`config.mk`:
```
export PLATFORM = sky130hd
export DESIGN_NAME = source_stream
export DESIGN_NICKNAME = d
export VERILOG_FILES = /design/src/rtl/source_pkg.sv /design/src/rtl/source_delay_line.sv /design/src/rtl/source_stream.sv
export SDC_FILE = /design/constraint.sdc
export NUM_CORES = 1
export LEC_CHECK = 0
export CAP_MARGIN = 20
export CELL_PAD_IN_SITES_DETAIL_PLACEMENT = 0
export CELL_PAD_IN_SITES_GLOBAL_PLACEMENT = 1
export CORE_UTILIZATION = 30
export CTS_CLUSTER_SIZE = 20
export DETAILED_ROUTE_END_ITERATION = 12
export GPL_TIMING_DRIVEN = 0
export PLACE_DENSITY_LB_ADDON = 0.1
export RECOVER_POWER = 25
export REMOVE_ABC_BUFFERS = 1
export SLEW_MARGIN = 10
export SYNTH_ARGS = -nofsm -noshare
export SYNTH_HDL_FRONTEND = slang
export SYNTH_HIERARCHICAL = 1
export SYNTH_SLANG_ARGS = --single-unit
```
`constraint.sdc`:
```
create_clock -name clk -period 7.5 [get_ports clk]
set_input_delay 0.75 -clock clk [delete_from_list [all_inputs] [get_ports clk]]
set_output_delay 0.75 -clock clk [all_outputs]
set_load 0.005 [all_outputs]
```
`src/rtl/source_pkg.sv`:
```
// source_pkg: FSM states, mode codes and config_reg
// field map shared by the source stream blocks.
package source_pkg;

  typedef enum logic [1:0] {
    ST_IDLE,
    ST_RUN,
    ST_DRAIN,
    ST_DONE
  } state_t;

  typedef enum logic [1:0] {
    MODE_LINEAR = 2'b00,
    MODE_OFFSET = 2'b01,
    MODE_CONT   = 2'b10,
    MODE_CIRC   = 2'b11
  } mode_t;

  localparam int CFG_DEPTH_LSB  = 0;
  localparam int CFG_DEPTH_W    = 16;
  localparam int CFG_OFFSET_LSB = 16;
  localparam int CFG_OFFSET_W   = 16;
  localparam int CFG_MODE_LSB   = 32;
  localparam int CFG_MODE_W     = 2;
  localparam int CFG_WRAP_LSB   = 48;
  localparam int CFG_WRAP_W     = 16;
  localparam int CFG_STRIDE_LSB = 64;
  localparam int CFG_STRIDE_W   = 8;

  typedef struct packed {
    logic [CFG_DEPTH_W-1:0]  depth;
    logic [CFG_OFFSET_W-1:0] offset;
    mode_t                   mode;
    logic [CFG_WRAP_W-1:0]   wrap;
    logic [CFG_STRIDE_W-1:0] stride;
  } cfg_t;

  function automatic cfg_t unpack_cfg(
    input logic [127:0] r
  );
    cfg_t c;
    c.depth  = r[CFG_DEPTH_LSB +: CFG_DEPTH_W];
    c.offset = r[CFG_OFFSET_LSB +: CFG_OFFSET_W];
    c.mode   = mode_t'(r[CFG_MODE_LSB +: CFG_MODE_W]);
    c.wrap   = r[CFG_WRAP_LSB +: CFG_WRAP_W];
    c.stride = r[CFG_STRIDE_LSB +: CFG_STRIDE_W];
    return c;
  endfunction

endpackage

```
`src/rtl/source_delay_line.sv`:
```
// source_delay_line: DEPTH-cycle valid pipeline.
// clk/rst: clock, sync reset; valid: in; delayed: out
// DEPTH cycles later; pending: any bit in flight.
module source_delay_line #(
  parameter int DEPTH = 1
) (
  input  logic clk,
  input  logic rst,
  input  logic valid,
  output logic delayed,
  output logic pending
);

  generate
    if (DEPTH == 0) begin : g_wire
      assign delayed = valid;
      assign pending = 1'b0;
    end else begin : g_pipe
      logic [DEPTH-1:0] pipe;

      always_ff @(posedge clk) begin
        if (rst) begin
          pipe <= '0;
        end else begin
          pipe[0] <= valid;
          for (int i = 1; i < DEPTH; i++)
            pipe[i] <= pipe[i-1];
        end
      end

      assign delayed = pipe[DEPTH-1];
      assign pending = |pipe;
    end
  endgenerate

endmodule

```
`src/rtl/source_stream.sv`:
```
// source_stream: streams memory words into a FIFO.
// Ports: start_i/abort_i/afull_i control, config_reg
// latched on start; re_mem_o/addr_mem_o drive memory;
// we_fifo_o/data_o write FIFO; status_reg reports
// {0000, aborted, stall, busy, done}.
module source_stream
  import source_pkg::*;
#(
  parameter int DATA_WIDTH = 32,
  parameter int ADDR_WIDTH = 10,
  parameter int READ_LAT   = 1,
  parameter int CNT_WIDTH  = 16
) (
  input  logic                  clk,
  input  logic                  rst,
  input  logic                  start_i,
  input  logic                  abort_i,
  input  logic                  afull_i,
  input  logic [127:0]          config_reg,
  input  logic [DATA_WIDTH-1:0] data_in,
  output logic                  re_mem_o,
  output logic [ADDR_WIDTH-1:0] addr_mem_o,
  output logic                  we_fifo_o,
  output logic [DATA_WIDTH-1:0] data_o,
  output logic [7:0]            status_reg
);

  // pos must hold wrap_len (up to 2^16) or 2^ADDR_WIDTH
  localparam int PW =
    (ADDR_WIDTH > 16 ? ADDR_WIDTH : 16) + 1;

  state_t                state_q, state_d;
  mode_t                 mode_q;
  logic [CNT_WIDTH-1:0]  depth_q, issued_q;
  logic [ADDR_WIDTH-1:0] offset_q, addr_q, cont_q;
  logic [7:0]            stride_q;
  logic [PW-1:0]         wrap_q, pos_q;
  logic                  aborted_q;

  cfg_t                  cfg;
  logic                  cfg_unused;
  logic                  accept, remain, issue;
  logic                  inflight, stall;
  logic [ADDR_WIDTH-1:0] off_in, start_addr, addr_step;
  logic [PW-1:0]         pos_sum, pos_nxt;

  assign cfg = unpack_cfg(config_reg);
  assign cfg_unused =
    ^{config_reg[127:72], config_reg[47:34]};
  assign off_in = ADDR_WIDTH'(cfg.offset);

  assign accept = (state_q == ST_IDLE) && start_i;
  assign remain = issued_q < depth_q;
  assign issue  = (state_q == ST_RUN) && remain &&
                  !abort_i && !afull_i;
  assign stall  = (state_q == ST_RUN) && remain &&
                  afull_i && !abort_i;

  always_comb begin
    start_addr = '0;
    unique case (1'b1)
      cfg.mode == MODE_OFFSET,
      cfg.mode == MODE_CIRC: start_addr = off_in;
      cfg.mode == MODE_CONT: start_addr = cont_q;
      default:               start_addr = '0;
    endcase
  end

  // stride < wrap, so one subtraction folds pos back
  assign pos_sum = pos_q + PW'(stride_q);
  assign pos_nxt = (pos_sum >= wrap_q) ?
                   pos_sum - wrap_q : pos_sum;
  assign addr_step = (mode_q == MODE_CIRC) ?
    offset_q + ADDR_WIDTH'(pos_nxt) :
    addr_q + ADDR_WIDTH'(stride_q);

  always_comb begin
    state_d = state_q;
    unique case (state_q)
      ST_IDLE:
        if (start_i) state_d = ST_RUN;
      ST_RUN:
        if (abort_i || !remain) state_d = ST_DRAIN;
      ST_DRAIN:
        if (!inflight)
          state_d = (aborted_q || abort_i) ?
                    ST_IDLE : ST_DONE;
      ST_DONE:
        state_d = ST_IDLE;
      default:
        state_d = ST_IDLE;
    endcase
  end

  always_ff @(posedge clk) begin
    if (rst) begin
      state_q   <= ST_IDLE;
      mode_q    <= MODE_LINEAR;
      depth_q   <= '0;
      issued_q  <= '0;
      offset_q  <= '0;
      stride_q  <= 8'd1;
      wrap_q    <= '0;
      addr_q    <= '0;
      pos_q     <= '0;
      cont_q    <= '0;
      aborted_q <= 1'b0;
    end else begin
      state_q <= state_d;
      if (accept) begin
        mode_q    <= cfg.mode;
        depth_q   <= CNT_WIDTH'(cfg.depth);
        offset_q  <= off_in;
        stride_q  <= (cfg.stride == '0) ?
                     8'd1 : cfg.stride;
        wrap_q    <= (cfg.wrap == '0) ?
                     (PW'(1) << ADDR_WIDTH) :
                     PW'(cfg.wrap);
        issued_q  <= '0;
        addr_q    <= start_addr;
        pos_q     <= '0;
        aborted_q <= 1'b0;
      end else if (issue) begin
        issued_q <= issued_q + CNT_WIDTH'(1);
        addr_q   <= addr_step;
        pos_q    <= pos_nxt;
      end
      if (abort_i && (state_q == ST_RUN ||
                      state_q == ST_DRAIN))
        aborted_q <= 1'b1;
      // continue pointer only on clean completion
      if (state_q == ST_DRAIN && state_d == ST_DONE)
        cont_q <= addr_q;
    end
  end

  source_delay_line #(
    .DEPTH(READ_LAT)
  ) u_dly (
    .clk     (clk),
    .rst     (rst),
    .valid   (re_mem_o),
    .delayed (we_fifo_o),
    .pending (inflight)
  );

  assign re_mem_o   = issue;
  assign addr_mem_o = addr_q;
  assign data_o     = data_in;
  assign status_reg = {4'b0000, aborted_q, stall,
                       state_q != ST_IDLE,
                       state_q == ST_DONE};

endmodule

```
* Word-level counts from Yosys, hierarchy flattened
Cells that the tools add are included.
** Cells by class
- $add $sub $neg :: 5
- $lt $le $gt $ge :: 2
- Equality and inequality tests :: 8
- Multiplexer cells :: 14
- Reductions and logical operators :: 22
** Operators by type and width (number)
- two-way mux 10 bit :: 3
- case mux 10 bit (2 select lines) :: 1
- adder 17 x 8 -> 17 bit :: 1
- greater-or-equal comparator 17 bit :: 1
- two-way mux 17 bit :: 1
- subtractor 17 bit :: 1
- adder 16 x 1 -> 16 bit (second input constant) :: 1
- zero test 16 bit :: 1
- less-than comparator 16 bit :: 1
- two-way mux 16 bit :: 1
- == test 2 bit (second input constant) :: 6
- adder 10 bit :: 1
- adder 10 x 8 -> 10 bit :: 1
- logical AND 1 bit :: 8
- zero test 8 bit :: 1
- two-way mux 2 bit :: 4
- two-way mux 8 bit :: 1
- case mux 2 bit (4 select lines) :: 1
- nonzero test 2 bit :: 3
- == test 2 x 1 -> 1 bit (second input constant) :: 2
- OR reduction 2 bit :: 2
- zero test 1 bit :: 3
- logical OR 1 bit :: 3
- zero test 2 bit :: 1
- two-way mux 1 bit :: 2
** Storage, ports and cells
- Flip-flop bits (word level) :: 110
- Output and inout port bits :: 52

* Depth between registers and ports, before layout
Gate-level depths: netlist of the first run.
- Depth after elaboration :: 7
- Mapped depth :: 29
- Gate-level depth less buffers :: 26

* By module
Netlist of the first run, hierarchy kept.
** Modules (own cells, without submodules)
- source_stream :: instances 1, cells each 931, area each 7254.5 um^2, seq. area each 2162.1 um^2
- source_delay_line :: instances 1, cells each 3, area each 41.3 um^2, seq. area each 20.0 um^2

* Least setup slack after synthesis of the first run
Ideal clock, no wire load.
- Path type :: reg2reg
- Start :: register stride_q[0]
- End :: register addr_q[8], in the netlist addr_mem_o[8]
- Arrival time :: 5235 ps
- Required time :: 7378 ps
- Slack :: 2143 ps
- Stages on the path, launching flop included :: 29
- Cells stage by stage :: dfxtp_1 ha_1 fa_1 a211oi_1 o211a_1 nor2_1 and2_1 clkbuf_1 xnor2_1 ha_1 nand2_1 o21ai_1 o41ai_1 and2b_1 a311o_1 buf_6 buf_8 mux2i_1 ha_1 inv_1 fa_1 nor2b_1 o21a_1 o211ai_1 a31oi_1 xor2_1 nor2_1 a31oi_1 o311a_1
** On the way
- Cells in the longest elaborated chain, start to end :: 7
** RTL lines
- start, declared :: line source_stream.sv:36 : logic [7:0] stride_q;
- start signal, assigned :: line source_stream.sv:114 : stride_q <= (cfg.stride == '0) ?
- adder 17 x 8 -> 17 bit (*) :: line source_stream.sv:70 : assign pos_sum = pos_q + PW'(stride_q);
- subtractor 17 bit or greater-or-equal comparator 17 bit (tied branches) :: line source_stream.sv:72, source_stream.sv:71
- two-way mux 17 bit (*) :: line source_stream.sv:71 : assign pos_nxt = (pos_sum >= wrap_q) ?
- via pos_nxt[0] :: line source_stream.sv:45 : logic [PW-1:0] pos_sum, pos_nxt;
- adder 10 bit (*) :: line source_stream.sv:74 : offset_q + ADDR_WIDTH'(pos_nxt) :
- two-way mux 10 bit (*) :: line source_stream.sv:73 : assign addr_step = (mode_q == MODE_CIRC) ?
- two-way mux 10 bit (*) :: line source_stream.sv:123 : end else if (issue) begin
- two-way mux 10 bit (*) :: line source_stream.sv:110 : if (accept) begin
- end signal, assigned :: line source_stream.sv:120 : addr_q <= start_addr;
- end signal, assigned :: line source_stream.sv:125 : addr_q <= addr_step;
- end, declared :: line source_stream.sv:35 : logic [ADDR_WIDTH-1:0] offset_q, addr_q, cont_q;
Mark *: on every way through the listed nets, which the timed path passes. The rest lies on a longest branch. The select of a mux whose other input is x is not followed.
A chain may end at the register's enable or synchronous reset.

* Worst setup path in the final report of the first run
Ends and elaborated chain as after synthesis.

==> run metrics, run 1 <==
Reg clk slew, reported paths roughly 80 ps; Setup Skew between 9 and 10 ps; worst hold path type flop to flop; placed cells 1254; fin nets around 1200; vias in the first global route between 5000 and 6000; Synth area leader dfxtp_1; Starting Density 30.8%; final hold violations 0; via count 6253; Post-DRT Antenna Nets 0; Slew @ Worst Pin 1080 ps; outcome finished clean; TNS Setup 0 ps; CP required 7750 ps; register area 2180 um2; multi-input logic area 4440 um2; area share of the largest cell type after synthesis 29.9%; 1st-iter DRT viols 298; largest net degree at the start of global routing 52; die area ~25000 um2; # hold bufs at CTS 0; total track usage 16.7%; Die H 158 um; Synth Flop Type dfxtp_1; Buffers on Ports 72; Yosys cell types 72; initial antenna violation count 0; CP peak stage delay 710 ps; remaining global-route overflow 0; Async SR Flop Fraction 0%; post-synthesis sequential area ratio 29.9%; count leader, synth nand2_1; row count 56; Power, Total 1.74 mW; cts repair resizes 0; core area between 20000 and 25000 um2; clk buf depth 2; Pwr Density 207 nW/um2; global-route wire length before repair 32500 um; layout cells sized above 1 under 10%; cts bufs inserted 9; Final min period between 6000 and 7000 ps; CTS tree yes; syn_area_per_cell 7.81 um2; Post-Syn Area ~7300 um2; FF+latch count, synth roughly 110; H-tree depth 3; relative slew slack 28.1%; fmax 153 MHz; # diodes 0; Setup Crit Path Kind flop to flop; DRT Wirelength 20200 um; RSZ-0062 raised after global routing no; post-CTS setup buffers 0; Slew Viols, Final 0; router iterations before antenna repair 5; IO Pins 217; final core utilization 35.5%; residual DRC count 0; Setup-failing EPs final 0; Vias per Instance 4.92; CTS sink cnt 109; wire per inst between 15 and 20 um; Crit. End Element flop; Fill cells 2566; EDFF count, synth 0; synthesis-to-layout area growth 15.2%; MaxCap Viol Count 0; dominant cells by area after synthesis dfxtp_1, ha_1, nand2_1; Mapped Cells about 930; Worst-Skew Late Latency 360 ps; root buf cell clkbuf_16; final std cells w/o fill approximately 1300; Static Leak around 3.1 nW; worst-path fanout max 15; Die X about 160 um; final worst-path cycle share around 87%; slowest stage cell on the critical path a311o_1; peak supply drop 0.0902 mV; Synthesis Warnings 6; arrival time worst endpoint 6770 ps; Synth top cells by count nand2_1, dfxtp_1, a21oi_1, nor2_1, ha_1; DP Wirelength roughly 15000 um; Hold Slack 458 ps; Worst setup SP type flop; gp weighted congestion ~0.77
placed cells by master (no fill, tap or decap), drive strengths merged, types with 4 or more instances in the layout:
master and instances:
a211oi 8, xor2 12, o31a 5, a22oi 4
a221oi 5, xnor2 30, or3 4, nor4 8
conb 4, or2 4, nor2b 11, clkbuf 9
mux2i 15, nand4 11, nand2 147, mux2 7
nor3 24, o21a 12, a21o 4, and2 4
nor2 71, a31oi 6, buf 6, a22o 4
dfxtp 109, a21oi 97, fa 4, ha 62
nand2b 5, and4 4, inv 62, o21ai 33
nand3 18, clkdlybuf4s50 70, and3 6, o211ai 13
per-stage QoR:
step	setup slack, ps	area [um2]
2_1_floorplan	2180	6840
3_3_place_gp	758	7960
3_5_place_dp	906	8080
4_1_cts	874	8410
5_1_grt	441	8400
6_report	983	8400
routing by layer:
metal	global-route usage, %	wire length [um]	vias to the layer above
li1	-	-	3252
met2	24.5	8290	139
met4	3.85	182	0
met1	24.2	10700	2851
met5	2.28	0	-
met3	4.08	1070	11
final timing paths:
path	start	to	slack [ps]	depth (start not counted)
worst min register to register	depth_q[13]$_SDFFE_PP0P_	depth_q[13]$_SDFFE_PP0P_	460	2
worst min-delay path	depth_q[13]$_SDFFE_PP0P_	depth_q[13]$_SDFFE_PP0P_	460	2
worst max-delay path	stride_q[0]$_SDFFE_PP1P_	addr_mem_o[8]$_SDFFE_PP0P_	980	26
worst max register to register	stride_q[0]$_SDFFE_PP1P_	addr_mem_o[8]$_SDFFE_PP0P_	980	26
cell families (layout without fill, tap and decap cells):
family,after synthesis,count (layout),synth area share [%]
xor+xnor,42,42,5.04
compound gates,228,228,19.9
buf+inv,137,151,9.42
fa+ha+maj,66,66,11.7
mux,22,22,3.36
flops,109,109,29.9
simple gates,329,329,20.6
other cells,1,4,0.0514
worst max-delay path, delay by kind of cell (launching register included):
kind,cells,cell delay [ps]
flip-flops,1,360
adder cells (fa/ha/maj),5,1730
AND/OR/NAND/NOR,8,1320
XOR/XNOR,2,240
buffers and inverters,1,50
AO/OA/AOI/OAI,9,2270
multiplexers,1,430
report_power, final:
part | leakage, nW | switching [mW] | internal [mW]
sequential | 0.889 | 0.0287 | 0.613
clock | 0.161 | 0.246 | 0.299
combinational | 2.09 | 0.312 | 0.242
area by class of cell:
type	instances	area share (%)
Multi-Input combinational cell	691	52.9
Sequential cell	109	26.0
Timing Repair Buffer	77	9.92
Tap cell	319	4.75
Clock buffer	9	2.68
Inverter	58	2.59
Clock inverter	7	1.24
sequential cells by signal, indices dropped and copies added, names as in the netlist:
| register | count |
|---|---|
| aborted_q | 1 |
| addr_mem_o | 10 |
| cont_q | 10 |
| depth_q | 16 |
| issued_q | 16 |
| mode_q | 2 |
| offset_q | 10 |
| pos_q | 17 |
| state_q | 2 |
| stride_q | 8 |
| u_dly/delayed | 1 |
| wrap_q | 16 |
Power figures use the tool's default switching activity.
==> inputs of run 2 (changes only) <==
ABC_AREA = 1   (was unset)
==> run metrics, run 2 <==
CTS tree yes; H-tree depth 3; Crit. Startpoint stride_q[0]$_SDFFE_PP1P_; Synth area leader dfxtp_1; MaxCap Viol Count 0; most frequent cells in the layout nand2_1, inv_1, dfxtp_1, o21ai_0, a21oi_1; clk buf depth 2; XOR/XNOR share of the synthesized area 4.89%; simple-gate share of the synthesized area between 20% and 30%; Crit. End Element flop; final worst-path cycle share 78.4%; Power, Total around 2.8 mW; root buf cell clkbuf_16; Final min period 5880 ps; largest net degree at the start of global routing 56; remaining global-route overflow 0; global-route wire length before repair 36300 um; layout cells sized above 1 7.24%; total track usage 18.0%; Die X approximately 160 um; CTS sink cnt 109; die area 25700 um2; adder-cell area share of the yosys netlist 11.4%; 1st-iter DRT viols 238; fin nets ~1300; router iterations before antenna repair 4; Vias per Instance 4.67; Synth Flop Type dfxtp_1; worst hold path type flop to flop; Setup Skew 10.8 ps; Post-DRT Antenna Nets 0; worst-path fanout max 23; # hold bufs at CTS 0; Starting Density between 30% and 40%; Setup Crit Path Kind flop to flop; outcome finished clean; final hold violations 0; area share of the largest cell type after synthesis roughly 29%; Setup-failing EPs final 0; max FFs per register 17; Pwr Density 326 nW/um2; Synthesis Warnings 6; post-CTS setup buffers 0; Die H approximately 160 um; core area 24500 um2; Buffers on Ports 72; count leader, synth nand2_1; Post-Syn Area 7530 um2; post-synthesis sequential area ratio 29.0%; worst reg2reg path startpoint stride_q[0]$_SDFFE_PP1P_; Synth top cells by count nand2_1, inv_1, dfxtp_1, o21ai_0, a21oi_1; DP Wirelength 17100 um; Static Leak between 3 and 4 nW; Slew @ Worst Pin 1010 ps; RSZ-0062 raised after global routing no; R2R Setup Slk 1620 ps; Mapped Cells 1052; via count around 6500; syn_area_per_cell 7.16 um2; synthesis-to-layout area growth 13.8%; initial antenna violation count 0; IO Pins 217; Top reg by flops pos_q; TNS Setup 0 ps; relative slew slack 32.4%; CP peak stage delay about 440 ps; CP required 7700 ps; cts bufs inserted 9; vias in the first global route 6575; fmax 170 MHz; Async SR Flop Fraction 0%; worst hold start offset_q[0]$_SDFFE_PP0P_; peak supply drop 0.127 mV; Worst setup SP type flop; slowest stage cell on the critical path fa_1; Compound-Gate Fraction of Synth Area between 10% and 20%; row count 57; mux cell area share after synthesis 0%; most frequent cell on the critical path nand2_1; gp weighted congestion around 0.83; DRT Wirelength 22200 um; Slew Viols, Final 0; # diodes 0; FF+latch count, synth 109; Worst-Skew Late Latency 360 ps; most common cell after layout, fill and taps aside nand2_1; cts repair resizes 0; residual DRC count 0; arrival time worst endpoint 6080 ps; EDFF count, synth 0; wire per inst 15.9 um; Reg clk slew, reported paths 80 ps; largest family of logic cells by synthesized area simple AND/OR/NAND/NOR gates; Yosys cell types 56; dominant cells by area after synthesis dfxtp_1, nand2_1, ha_1
-- run 2: logic make-up (layout without fill, tap and decap cells) --
| logic type | Yosys count | in the layout |
|---|---|---|
| adder cells (fa/ha/maj) | 66 | 66 |
| buffers and inverters | 199 | 221 |
| other | 1 | 4 |
| AO/OA/AOI/OAI | 218 | 218 |
| AND/OR/NAND/NOR | 417 | 417 |
| flip-flops | 109 | 109 |
| XOR/XNOR | 42 | 42 |
-- run 2: path summary, 6_finish.rpt --
path	end	cells past startpoint
setup / recovery	addr_mem_o[8]$_SDFFE_PP0P_	33
hold / removal	offset_q[0]$_SDFFE_PP0P_	2
setup reg to reg	addr_mem_o[8]$_SDFFE_PP0P_	33
hold reg to reg	offset_q[0]$_SDFFE_PP0P_	2
-- run 2: area by class of cell --
class / count / area (um2)
Timing Repair Buffer: 75 / 796
Multi-Input combinational cell: 747 / 4400
Clock inverter: 5 / 61.3
Inverter: 131 / 499
Fill cell: 2647 / 15900
Clock buffer: 10 / 229
Sequential cell: 109 / 2180
Tap cell: 324 / 405
-- run 2: where the power goes --
part	switching, mW	total (mW)	leakage (nW)	internal (mW)
logic	0.983	1.55	2.69	0.563
clock network	0.239	0.499	0.136	0.260
registers	0.0723	0.752	0.888	0.680
total	1.29	2.80	3.71	1.50
-- run 2: through the flow --
stage,util (%),cells,area [um2],worst slack [ps],hold slack (ps)
6_report,35.0,1401,8570,1620,459
5_1_grt,35.0,1401,8570,1090,484
4_1_cts,35.0,1400,8550,1550,461
3_5_place_dp,33.8,1385,8260,1570,446
3_3_place_gp,33.5,1383,8190,1100,443
2_1_floorplan,-,987,7070,2750,425
-- run 2: critical path, delay by kind of cell (launching register included) --
family                     cells  cell delay [ps]
adders and majority gates      5             1820
buffers and inverters          3              470
xor gates and xnor gates       2              400
DFF                            1              360
AOI/OAI and AO/OA              5              690
and+or+nand+nor               18             1980
-- run 2: per-layer routing --
metal,up-vias,track usage [%],share of wire [%]
met5,-,0.947,0
met4,0,4.16,1.2
met3,11,4.47,4.4
met2,110,29.3,46
met1,2942,23.8,49
li1,3480,-,-
